[src/rtl/conv_stream_seq_pkg.sv]
// conv_pkg: shared definitions for the streaming convolution sequencer.
//   - default lane/accumulator/block-count widths and tap count
//   - sequencer state enum
//   - lane_get: extract lane i (lw bits wide) from a packed word, x0/h0 in LSBs
package conv_pkg;
  localparam int LANE_W_DEF = 5;
  localparam int ACC_W_DEF  = 12;
  localparam int NBLK_W_DEF = 8;
  localparam int TAPS       = 4;

  typedef enum logic [2:0] {
    IDLE,
    LOAD,
    EMIT,
    FLUSH,
    DONE
  } state_e;

  function automatic int unsigned lane_get(input logic [63:0] w,
                                           input int unsigned lw,
                                           input int unsigned i);
    logic [63:0] m;
    m = (64'd1 << lw) - 64'd1;
    return 32'((w >> (lw * i)) & m);
  endfunction
endpackage

[src/rtl/conv_stream_seq_if.sv]
// Handshake bundle for conv_stream_seq: command port, input block stream and
// output sample stream.
//   slave  : the sequencer side (accepts cmd/in, drives out)
//   master : the host/downstream side
interface conv_stream_seq_if
  import conv_pkg::*;
#(
  parameter int LANE_W = LANE_W_DEF,
  parameter int ACC_W  = ACC_W_DEF,
  parameter int NBLK_W = NBLK_W_DEF
) ();
  logic                     cmd_valid;
  logic                     cmd_ready;
  logic [TAPS*LANE_W-1:0]   cmd_kernel;
  logic [NBLK_W-1:0]        cmd_nblk;
  logic                     in_valid;
  logic                     in_ready;
  logic [TAPS*LANE_W-1:0]   in_data;
  logic                     out_valid;
  logic                     out_ready;
  logic [ACC_W-1:0]         out_data;
  logic                     out_last;

  modport slave (
    input  cmd_valid, cmd_kernel, cmd_nblk, in_valid, in_data, out_ready,
    output cmd_ready, in_ready, out_valid, out_data, out_last
  );

  modport master (
    output cmd_valid, cmd_kernel, cmd_nblk, in_valid, in_data, out_ready,
    input  cmd_ready, in_ready, out_valid, out_data, out_last
  );
endinterface

[src/rtl/conv_stream_seq_block4.sv]
// conv_block4: combinational full linear convolution of a 4-sample block with
// a 4-tap kernel. y_o[k] = sum over i+j=k of x[i]*h[j], k = 0..6, unsigned,
// computed at ACC_W bits (wide enough that nothing is truncated).
//   x_i : packed samples x0..x3 (x0 in LSBs)
//   h_i : packed taps h0..h3 (h0 in LSBs)
//   y_o : seven partial outputs y0..y6
module conv_block4
  import conv_pkg::*;
#(
  parameter int LANE_W = LANE_W_DEF,
  parameter int ACC_W  = ACC_W_DEF
) (
  input  logic [TAPS*LANE_W-1:0]           x_i,
  input  logic [TAPS*LANE_W-1:0]           h_i,
  output logic [2*TAPS-2:0][ACC_W-1:0]     y_o
);
  always_comb begin
    y_o = '0;
    for (int i = 0; i < TAPS; i++) begin
      for (int j = 0; j < TAPS; j++) begin
        y_o[i+j] = y_o[i+j] + ACC_W'(lane_get(64'(x_i), LANE_W, i) *
                                    lane_get(64'(h_i), LANE_W, j));
      end
    end
  end
endmodule

[src/rtl/conv_stream_seq.sv]
// conv_stream_seq: runs a 4-tap linear convolution over a stream of N packed
// 4-sample blocks using one conv_block4 pass per block, with overlap-add of
// the 3-sample block tail into the next block and a 3-sample flush at the end.
//   clk, rst : clock, synchronous active-high reset
//   bus      : cmd (kernel, nblk), in (block), out (sample, last) handshakes
//   busy     : high in any state other than IDLE
//   done     : one-cycle pulse after the last sample is accepted
module conv_stream_seq
  import conv_pkg::*;
#(
  parameter int LANE_W = LANE_W_DEF,
  parameter int ACC_W  = ACC_W_DEF,
  parameter int NBLK_W = NBLK_W_DEF
) (
  input  logic               clk,
  input  logic               rst,
  conv_stream_seq_if.slave   bus,
  output logic               busy,
  output logic               done
);
  state_e                         state_q, state_d;
  logic [TAPS*LANE_W-1:0]         kern_q, kern_d;
  logic [NBLK_W-1:0]              cnt_q, cnt_d;
  logic [1:0]                     idx_q, idx_d;
  logic [TAPS-1:0][ACC_W-1:0]     stg_q, stg_d;
  logic [TAPS-2:0][ACC_W-1:0]     ov_q, ov_d;
  logic [ACC_W-1:0]               dout_q, dout_d;
  logic                           last_q, last_d;
  logic [2*TAPS-2:0][ACC_W-1:0]   y;

  conv_block4 #(.LANE_W(LANE_W), .ACC_W(ACC_W)) u_blk (
    .x_i (bus.in_data),
    .h_i (kern_q),
    .y_o (y)
  );

  always_ff @(posedge clk) begin
    if (rst) begin
      state_q <= IDLE;
      kern_q  <= '0;
      cnt_q   <= '0;
      idx_q   <= '0;
      stg_q   <= '0;
      ov_q    <= '0;
      dout_q  <= '0;
      last_q  <= 1'b0;
    end else begin
      state_q <= state_d;
      kern_q  <= kern_d;
      cnt_q   <= cnt_d;
      idx_q   <= idx_d;
      stg_q   <= stg_d;
      ov_q    <= ov_d;
      dout_q  <= dout_d;
      last_q  <= last_d;
    end
  end

  // dout_q is loaded one cycle ahead with whatever sample is presented next,
  // so out_data is always a plain register output.
  always_comb begin
    state_d = state_q;
    kern_d  = kern_q;
    cnt_d   = cnt_q;
    idx_d   = idx_q;
    stg_d   = stg_q;
    ov_d    = ov_q;
    dout_d  = dout_q;
    last_d  = last_q;
    unique case (state_q)
      IDLE: begin
        if (bus.cmd_valid) begin
          kern_d  = bus.cmd_kernel;
          cnt_d   = bus.cmd_nblk;
          ov_d    = '0;
          idx_d   = '0;
          last_d  = 1'b0;
          state_d = (bus.cmd_nblk != '0) ? LOAD : DONE;
        end
      end
      LOAD: begin
        if (bus.in_valid) begin
          stg_d[0] = y[0] + ov_q[0];
          stg_d[1] = y[1] + ov_q[1];
          stg_d[2] = y[2] + ov_q[2];
          stg_d[3] = y[3];
          ov_d[0]  = y[4];
          ov_d[1]  = y[5];
          ov_d[2]  = y[6];
          dout_d   = y[0] + ov_q[0];
          cnt_d    = cnt_q - 1'b1;
          idx_d    = '0;
          state_d  = EMIT;
        end
      end
      EMIT: begin
        if (bus.out_ready) begin
          if (idx_q == 2'd3) begin
            idx_d = '0;
            if (cnt_q != '0) begin
              state_d = LOAD;
            end else begin
              dout_d  = ov_q[0];
              state_d = FLUSH;
            end
          end else begin
            idx_d  = idx_q + 2'd1;
            dout_d = stg_q[idx_q + 2'd1];
          end
        end
      end
      FLUSH: begin
        if (bus.out_ready) begin
          if (idx_q == 2'd2) begin
            last_d  = 1'b0;
            idx_d   = '0;
            state_d = DONE;
          end else begin
            idx_d  = idx_q + 2'd1;
            dout_d = ov_q[idx_q + 2'd1];
            last_d = (idx_q == 2'd1);
          end
        end
      end
      DONE:    state_d = IDLE;
      default: state_d = IDLE;
    endcase
  end

  assign bus.cmd_ready = (state_q == IDLE);
  assign bus.in_ready  = (state_q == LOAD);
  assign bus.out_valid = (state_q == EMIT) || (state_q == FLUSH);
  assign bus.out_data  = dout_q;
  assign bus.out_last  = last_q;
  assign busy          = (state_q != IDLE);
  assign done          = (state_q == DONE);
endmodule

[src/flat_wrapper.sv]
// flat-port wrapper written by rule: the top's interface ports become plain ports
module conv_stream_seq_flat import conv_pkg::*;
#(
  parameter int LANE_W = LANE_W_DEF,
  parameter int ACC_W  = ACC_W_DEF,
  parameter int NBLK_W = NBLK_W_DEF
)
  (clk, rst, busy, done, bus_cmd_valid, bus_cmd_kernel, bus_cmd_nblk, bus_in_valid, bus_in_data, bus_out_ready, bus_cmd_ready, bus_in_ready, bus_out_valid, bus_out_data, bus_out_last);
  conv_stream_seq_if #(.LANE_W(LANE_W), .ACC_W(ACC_W), .NBLK_W(NBLK_W)) bus_i ();
  input  logic clk;
  input  logic rst;
  output logic busy;
  output logic done;
  input wire logic [$bits(bus_i.cmd_valid)-1:0] bus_cmd_valid;
  input wire logic [$bits(bus_i.cmd_kernel)-1:0] bus_cmd_kernel;
  input wire logic [$bits(bus_i.cmd_nblk)-1:0] bus_cmd_nblk;
  input wire logic [$bits(bus_i.in_valid)-1:0] bus_in_valid;
  input wire logic [$bits(bus_i.in_data)-1:0] bus_in_data;
  input wire logic [$bits(bus_i.out_ready)-1:0] bus_out_ready;
  output wire logic [$bits(bus_i.cmd_ready)-1:0] bus_cmd_ready;
  output wire logic [$bits(bus_i.in_ready)-1:0] bus_in_ready;
  output wire logic [$bits(bus_i.out_valid)-1:0] bus_out_valid;
  output wire logic [$bits(bus_i.out_data)-1:0] bus_out_data;
  output wire logic [$bits(bus_i.out_last)-1:0] bus_out_last;
  assign bus_i.cmd_valid = bus_cmd_valid;
  assign bus_i.cmd_kernel = bus_cmd_kernel;
  assign bus_i.cmd_nblk = bus_cmd_nblk;
  assign bus_i.in_valid = bus_in_valid;
  assign bus_i.in_data = bus_in_data;
  assign bus_i.out_ready = bus_out_ready;
  assign bus_cmd_ready = bus_i.cmd_ready;
  assign bus_in_ready = bus_i.in_ready;
  assign bus_out_valid = bus_i.out_valid;
  assign bus_out_data = bus_i.out_data;
  assign bus_out_last = bus_i.out_last;
  conv_stream_seq #(.LANE_W(LANE_W), .ACC_W(ACC_W), .NBLK_W(NBLK_W)) u_core (.clk(clk), .rst(rst), .bus(bus_i), .busy(busy), .done(done));
endmodule
[config.mk]
export PLATFORM = sky130hd
export DESIGN_NAME = conv_stream_seq_flat
export DESIGN_NICKNAME = d
export VERILOG_FILES = /design/src/rtl/conv_stream_seq_pkg.sv /design/src/rtl/conv_stream_seq_if.sv /design/src/rtl/conv_stream_seq_block4.sv /design/src/rtl/conv_stream_seq.sv /design/src/flat_wrapper.sv
export SDC_FILE = /design/constraint.sdc
export NUM_CORES = 1
export LEC_CHECK = 0
export ABC_AREA = 1
export CAP_MARGIN = 20
export CELL_PAD_IN_SITES_DETAIL_PLACEMENT = 1
export CELL_PAD_IN_SITES_GLOBAL_PLACEMENT = 1
export CORE_MARGIN = 2
export CORE_UTILIZATION = 47
export DETAILED_ROUTE_END_ITERATION = 16
export GPL_ROUTABILITY_DRIVEN = 0
export GPL_TIMING_DRIVEN = 0
export HOLD_SLACK_MARGIN = 0.02
export PLACE_DENSITY_LB_ADDON = 0.1
export SLEW_MARGIN = 20
export SYNTH_ARGS = -nofsm -noshare
export SYNTH_HDL_FRONTEND = slang
export SYNTH_HIERARCHICAL = 1
export SYNTH_SLANG_ARGS = --single-unit
[constraint.sdc]
create_clock -name clk -period 9 [get_ports clk]
set_input_delay 1.35 -clock clk [delete_from_list [all_inputs] [get_ports clk]]
set_output_delay 1.35 -clock clk [all_outputs]
set_load 0.01 [all_outputs]
[Word level (Yosys, flattened, before mapping)]
Index checks and enable logic that the tools add are counted.
Storage, ports and cells
  logic and storage cells: 112
  bits in latches: 0
  register bits: 130
  ROM bits: 0
  memories: 0
  bits in writable memories: 0
  output and inout port bits: 18
  input bits: 53
Operators by class
  bitwise gates (word level): 0
  equality and inequality tests: 15
  $add $sub $neg: 14
  divide/modulo/power cells: 0
  shift operators: 0
  order comparisons: 1
  $mul: 16
  multiplexer cells: 37
  reductions and logical operators: 16
Operators with widths (number)
  $mul 5x5->10: 16
  $mux 12: 8
  $mux 36: 2
  $pmux 36 s2: 1
  $add 12x12->12: 5
  $bmux 12 s2: 2
  $pmux 12 s3: 1
  $add 10x12->12: 2
  $add 12x10->12: 2
  $add 10x10->11: 2
  $mux 3: 7
  $mux 8: 2
  $pmux 8 s2: 1
  $reduce_bool 8->1: 2
  $mux 2: 7
  $add 11x12->12: 1
  $pmux 3 s4: 1
  $reduce_and 6->1: 2
  $ne 2x2->1 const B: 5
  $pmux 2 s4: 1
  $sub 8x1->8 const B: 1
  $eq 3x2->1 const B: 2
  $reduce_and 3->1: 2
  $reduce_bool 3->1: 2
  other kinds (16): 22

[Depth between registers and ports, before layout]
  word-level depth: 6
  gate-level depth with buffers: 38
  depth with buffers taken out: 37

[By module]
Netlist, hierarchy kept.
Modules (own cells, without submodules)
  conv_block4: cells each 2259, seq. area each 0.0 um^2, area each 15417.3 um^2, times used 1
  conv_stream_seq: cells each 1253, seq. area each 2602.5 um^2, area each 7961.4 um^2, times used 1

[Worst setup path before layout]
No wires, ideal clock.
  path type: input to register
  from: input port bus_in_data[0]
  to: register u_core/stg_q[35] (netlist name)
  slack: 1.808 ns
  arrival time: 7.083 ns
  stages: 36
  buffers on the path: 1
  setup time: 0.109 ns
  data required time: 8.891 ns
  cell sequence: clkbuf_1 > nand2_1 > fa_1 > fa_1 > fa_1 > inv_1 > ha_1 > a21oi_1 > nand2_1 > nand3_1 > nand2_1 > nand2_1 > nand2_1 > ha_1 > inv_1 > fa_1 > fa_1 > inv_1 > ha_1 > nand2_1 > nand2_1 > inv_1 > nor2_1 > nor2_1 > nand2_1 > nand2_1 > nand2_1 > ha_1 > nand2_1 > inv_1 > a21oi_1 > nand3_1 > nand2_1 > nand3_1 > nand2_1 > inv_1
RTL lines
  start, declared: RTL line flat_wrapper.sv:18  | input wire logic [$bits(bus_i.in_data)-1:0] bus_in_data;
  end signal, assigned: RTL line conv_stream_seq.sv:52  | stg_q <= stg_d;
  end, declared: RTL line conv_stream_seq.sv:25  | logic [TAPS-1:0][ACC_W-1:0] stg_q, stg_d;

==> results.rst <==
.. list-table::
   :header-rows: 1

   * - Metric
     - Value
   * - Run status
     - complete, no violations
   * - Achievable Freq
     - 128 MHz
   * - Synthesis-to-finish area growth
     - 8.39%
   * - Die Area
     - 51500 um2
   * - Int Power
     - 2.63 mW
   * - Area of the core region
     - 49100 um2
   * - Average vias per placed instance
     - 5.35
   * - Minimum clock period
     - 7.84 ns
   * - Sum of negative setup slack
     - 0 ns
   * - Maximum cell stage delay along the critical path
     - about 0.56 ns
   * - Detailed Place HPWL
     - approximately 71 mm
   * - Sequential area share after synthesis
     - 11.1%
   * - Pin count of the biggest net entering global routing
     - 17
   * - Vias after detailed routing
     - 22800
   * - Die W
     - 227 um
   * - XOR/XNOR share of the synthesized area
     - ~2.5%
   * - Simple-gate share of the synthesized area
     - 26.2%
   * - Worst Skew
     - a little under 0.02 ns
   * - Final-report setup violation count
     - 0
   * - Adder-cell share of the synthesized area
     - between 30% and 40%
   * - Number of remaining DRC errors
     - 0
   * - Post-layout total power
     - between 5 and 6 mW
   * - Number of synthesis warnings
     - 6
   * - Share of layout cells above drive strength 1
     - 3.28%
   * - Worst endpoint required time
     - around 9.4 ns
   * - Deepest level of the CTS H-tree
     - 4
   * - Combinational power share
     - 73.5%
   * - Pwr dens
     - between 200 and 250 nW/um2
   * - TritonCTS clock tree
     - yes
   * - Avg Cell Area, Syn
     - 6.66 um2
   * - Number of antenna cells inserted
     - 0
   * - Post-CTS Setup Repair Bufs
     - 0
   * - # Max-Cap Violations
     - 0
   * - Sequential group share of total power
     - 13.6%
   * - First-pass GRT wire length
     - 134 mm
   * - Count of nets left with antenna violations after detail routing
     - 0
   * - Detailed Route Iter0 Violations
     - 1241
   * - Part of the total power dissipated in the clock network
     - approximately an eighth
   * - Most instantiated library cell after synthesis
     - nand2_1
   * - Post-CTS sizing
     - 0
   * - Port Buffer Count
     - 49
   * - Number of pins with negative max-slew slack in the final report
     - 0
   * - Count of cell types in the netlist
     - 45
   * - Cells taking the most area after synthesis
     - fa_1, ha_1, nand2_1, inv_1, dfxtp_1
   * - Die boundary height
     - 227 um
   * - Pre-Repair DR Iteration Count
     - 5
   * - Worst ir drop on vdd
     - 0.166 mV
   * - Overflow left after global routing
     - 0
   * - Critical path launch point
     - bus_in_data[1]
   * - Initial core utilization
     - 47.7%
   * - Num CTS Buffers
     - 17
   * - Cell repeated most along the worst path
     - nand2_1
   * - Max-Slew Margin vs Limit
     - 26.5%
   * - Total wirelength of the detailed-routed design
     - 86.2 mm
   * - Count of flip-flops with a built-in enable after synthesis
     - 0
   * - Boundary Pins
     - about 70
   * - Highest-delay cell along the critical path
     - clkbuf_1
   * - Origin of the worst min-delay path
     - u_core/bus.out_last
   * - Share of the synthesized area in compound gates (AO/OA/AOI/OAI)
     - 7.26%
   * - Cell area after synthesis
     - 23400 um2
   * - Transition time at the pin with the least slew margin
     - 1.10 ns
   * - Filler-free cell count of the finished design
     - approximately 4300
   * - Number of instances in the synthesized netlist
     - 3512
   * - Hold Crit Class
     - flop to flop
   * - Number of global-route vias before repair
     - 24400
   * - NetSw
     - 3.26 mW
   * - Clock latency reported for the late side of the worst-skew pair
     - 0.48 ns
   * - Number of cell rows
     - 81
   * - Commonest register cell after synthesis
     - dfxtp_1
   * - Top post-synthesis cells by count
     - nand2_1, inv_1, ha_1, fa_1, nor2_1
   * - Util after Layout
     - 51.7%
   * - Register-to-Register Setup Slack
     - between 1.5 and 2 ns
   * - Routed length per instance
     - approximately 20 um
   * - Reg2reg start
     - u_core/kern_q[14]
   * - Fraction of synthesized area in multiplexers
     - 0%
   * - Top fanout value on the critical path
     - 10
   * - Unrepaired setup endpoints after global routing
     - false
   * - Switching part of the total power
     - a little under three fifths
   * - Dominant combinational cell family by area after synthesis
     - adder cells
   * - Crit path DAT
     - about 8 ns
   * - Final-stage net count
     - 4200
   * - Final number of hold-violating endpoints
     - 0
   * - LEAKAGE
     - 15.4 nW
   * - Placed cell count
     - 4229
   * - Register clock-pin slew on the reported worst setup and hold paths
     - 0.07 ns
   * - Critical path capture point type
     - flop
   * - Share of the clock period used by the worst path
     - 87.1%
   * - Element type at the critical path start
     - input pin
   * - Cts hold-fix bufs
     - 0
   * - Number of fill cells in the layout
     - between 6000 and 7000
   * - Async S/R FF share, synth
     - 0%
   * - Type of the worst setup path
     - input pin to flop
   * - Sinks on Clock Net
     - between 100 and 150
   * - Antenna violations before repair
     - 0
   * - Top cell type's share of synthesized area
     - 19.8%
   * - Global routing usage summed across all routing layers
     - 34.4%
   * - Number of synthesized register bits
     - 130
   * - Leading area contributor after synthesis
     - fa_1
   * - Worst-case clock buffer depth
     - 2
   * - Buffer cell driving the clock tree root
     - clkbuf_16
[per-layer routing]
layer  track usage [%]  share of wire (%)  vias to the layer above  routed length, um
met5                 0                  0                        -                  0
met4              18.3                5.6                        0               4830
met3              4.56                4.7                      208               4030
met2              59.5                 48                      597              41200
met1              41.6                 42                    11200              36100
li1                  -                  -                    10700                  -
[final timing paths]
check / depth (start not counted) / end
setup reg to reg: 36 / u_core/stg_q[35]
hold reg to reg: 2 / u_core/bus.out_last
hold / removal: 2 / u_core/bus.out_last
setup / recovery: 36 / u_core/stg_q[35]
[power by group through the flow]
stage	logic (mW)	clock network (mW)	registers, mW
after detailed placement	4.24	0	0.811
after floorplan	2.92	0	0.774
after global placement	4.09	0	0.805
after global routing	4.84	0.788	0.812
after CTS	4.29	0.771	0.800
final	4.33	0.758	0.801
[cell type report]
class	instances	area, um2	area share [%]
plain buffers	144	632	2.49
clock buffers	19	453	1.79
flip-flops and latches	130	2600	10.3
multi-input cells	2453	17200	67.9
well taps	664	831	3.28
repair buffers	49	490	1.94
clock inverters	13	173	0.681
inverters	789	2960	11.7
[sequential cells by signal (all words and copies together), names as in the netlist]
name,cells
u_core/state_q,3
u_core/idx_q,2
u_core/ov_q,36
u_core/kern_q,20
u_core/stg_q,48
u_core/cnt_q,8
u_core/bus.out_data,12
u_core/bus.out_last,1
[placed cells by master, fill, tap and decap left out, drive strengths merged]
cell	synthesis	layout
nand2	1079	1079
inv	787	792
ha	332	332
fa	231	231
nor2	200	200
nand3	178	178
a21oi	170	170
dfxtp	130	130
clkbuf	104	123
o21ai	92	92
clkdlybuf4s50	0	49
xor2	45	45
buf	40	40
nand4	31	31
xnor2	21	21
or2	11	11
o211ai	10	10
o21a	10	10
o21bai	6	6
a21o	6	6
nor3	6	6
clkinv	2	6
nand3b	5	5
conb	1	5
a21boi	4	4
bufinv	0	3
o22ai	3	3
a31oi	3	3
a31o	2	2
clkinvlp	0	1
nor2b	1	1
a211oi	1	1
nor3b	1	1
[metrics by stage]
step                      setup slack [ns]  hold slack (ns)  cell area, um2
final                                 1.16            0.478           25300
after floorplan                       1.81            0.439           23400
after global placement               0.954            0.450           24700
after detailed placement             0.776            0.471           24700
after global routing                 0.761            0.494           25300
after CTS                             1.26            0.483           25300
[logic make-up after synthesis]
kind of cell | Yosys count
simple gates | 1512
xor+xnor | 66
other cells | 1
flops | 130
compound gates | 307
fa+ha+maj | 563
buf+inv | 933
[worst max-delay path, delay by kind of cell]
family / cells / cell delay, ns
fa+ha+maj: 9 / 3.99
buf+inv: 7 / 0.90
compound gates: 2 / 0.34
simple gates: 18 / 1.60
No activity file was read; power rests on OpenSTA's default activity.
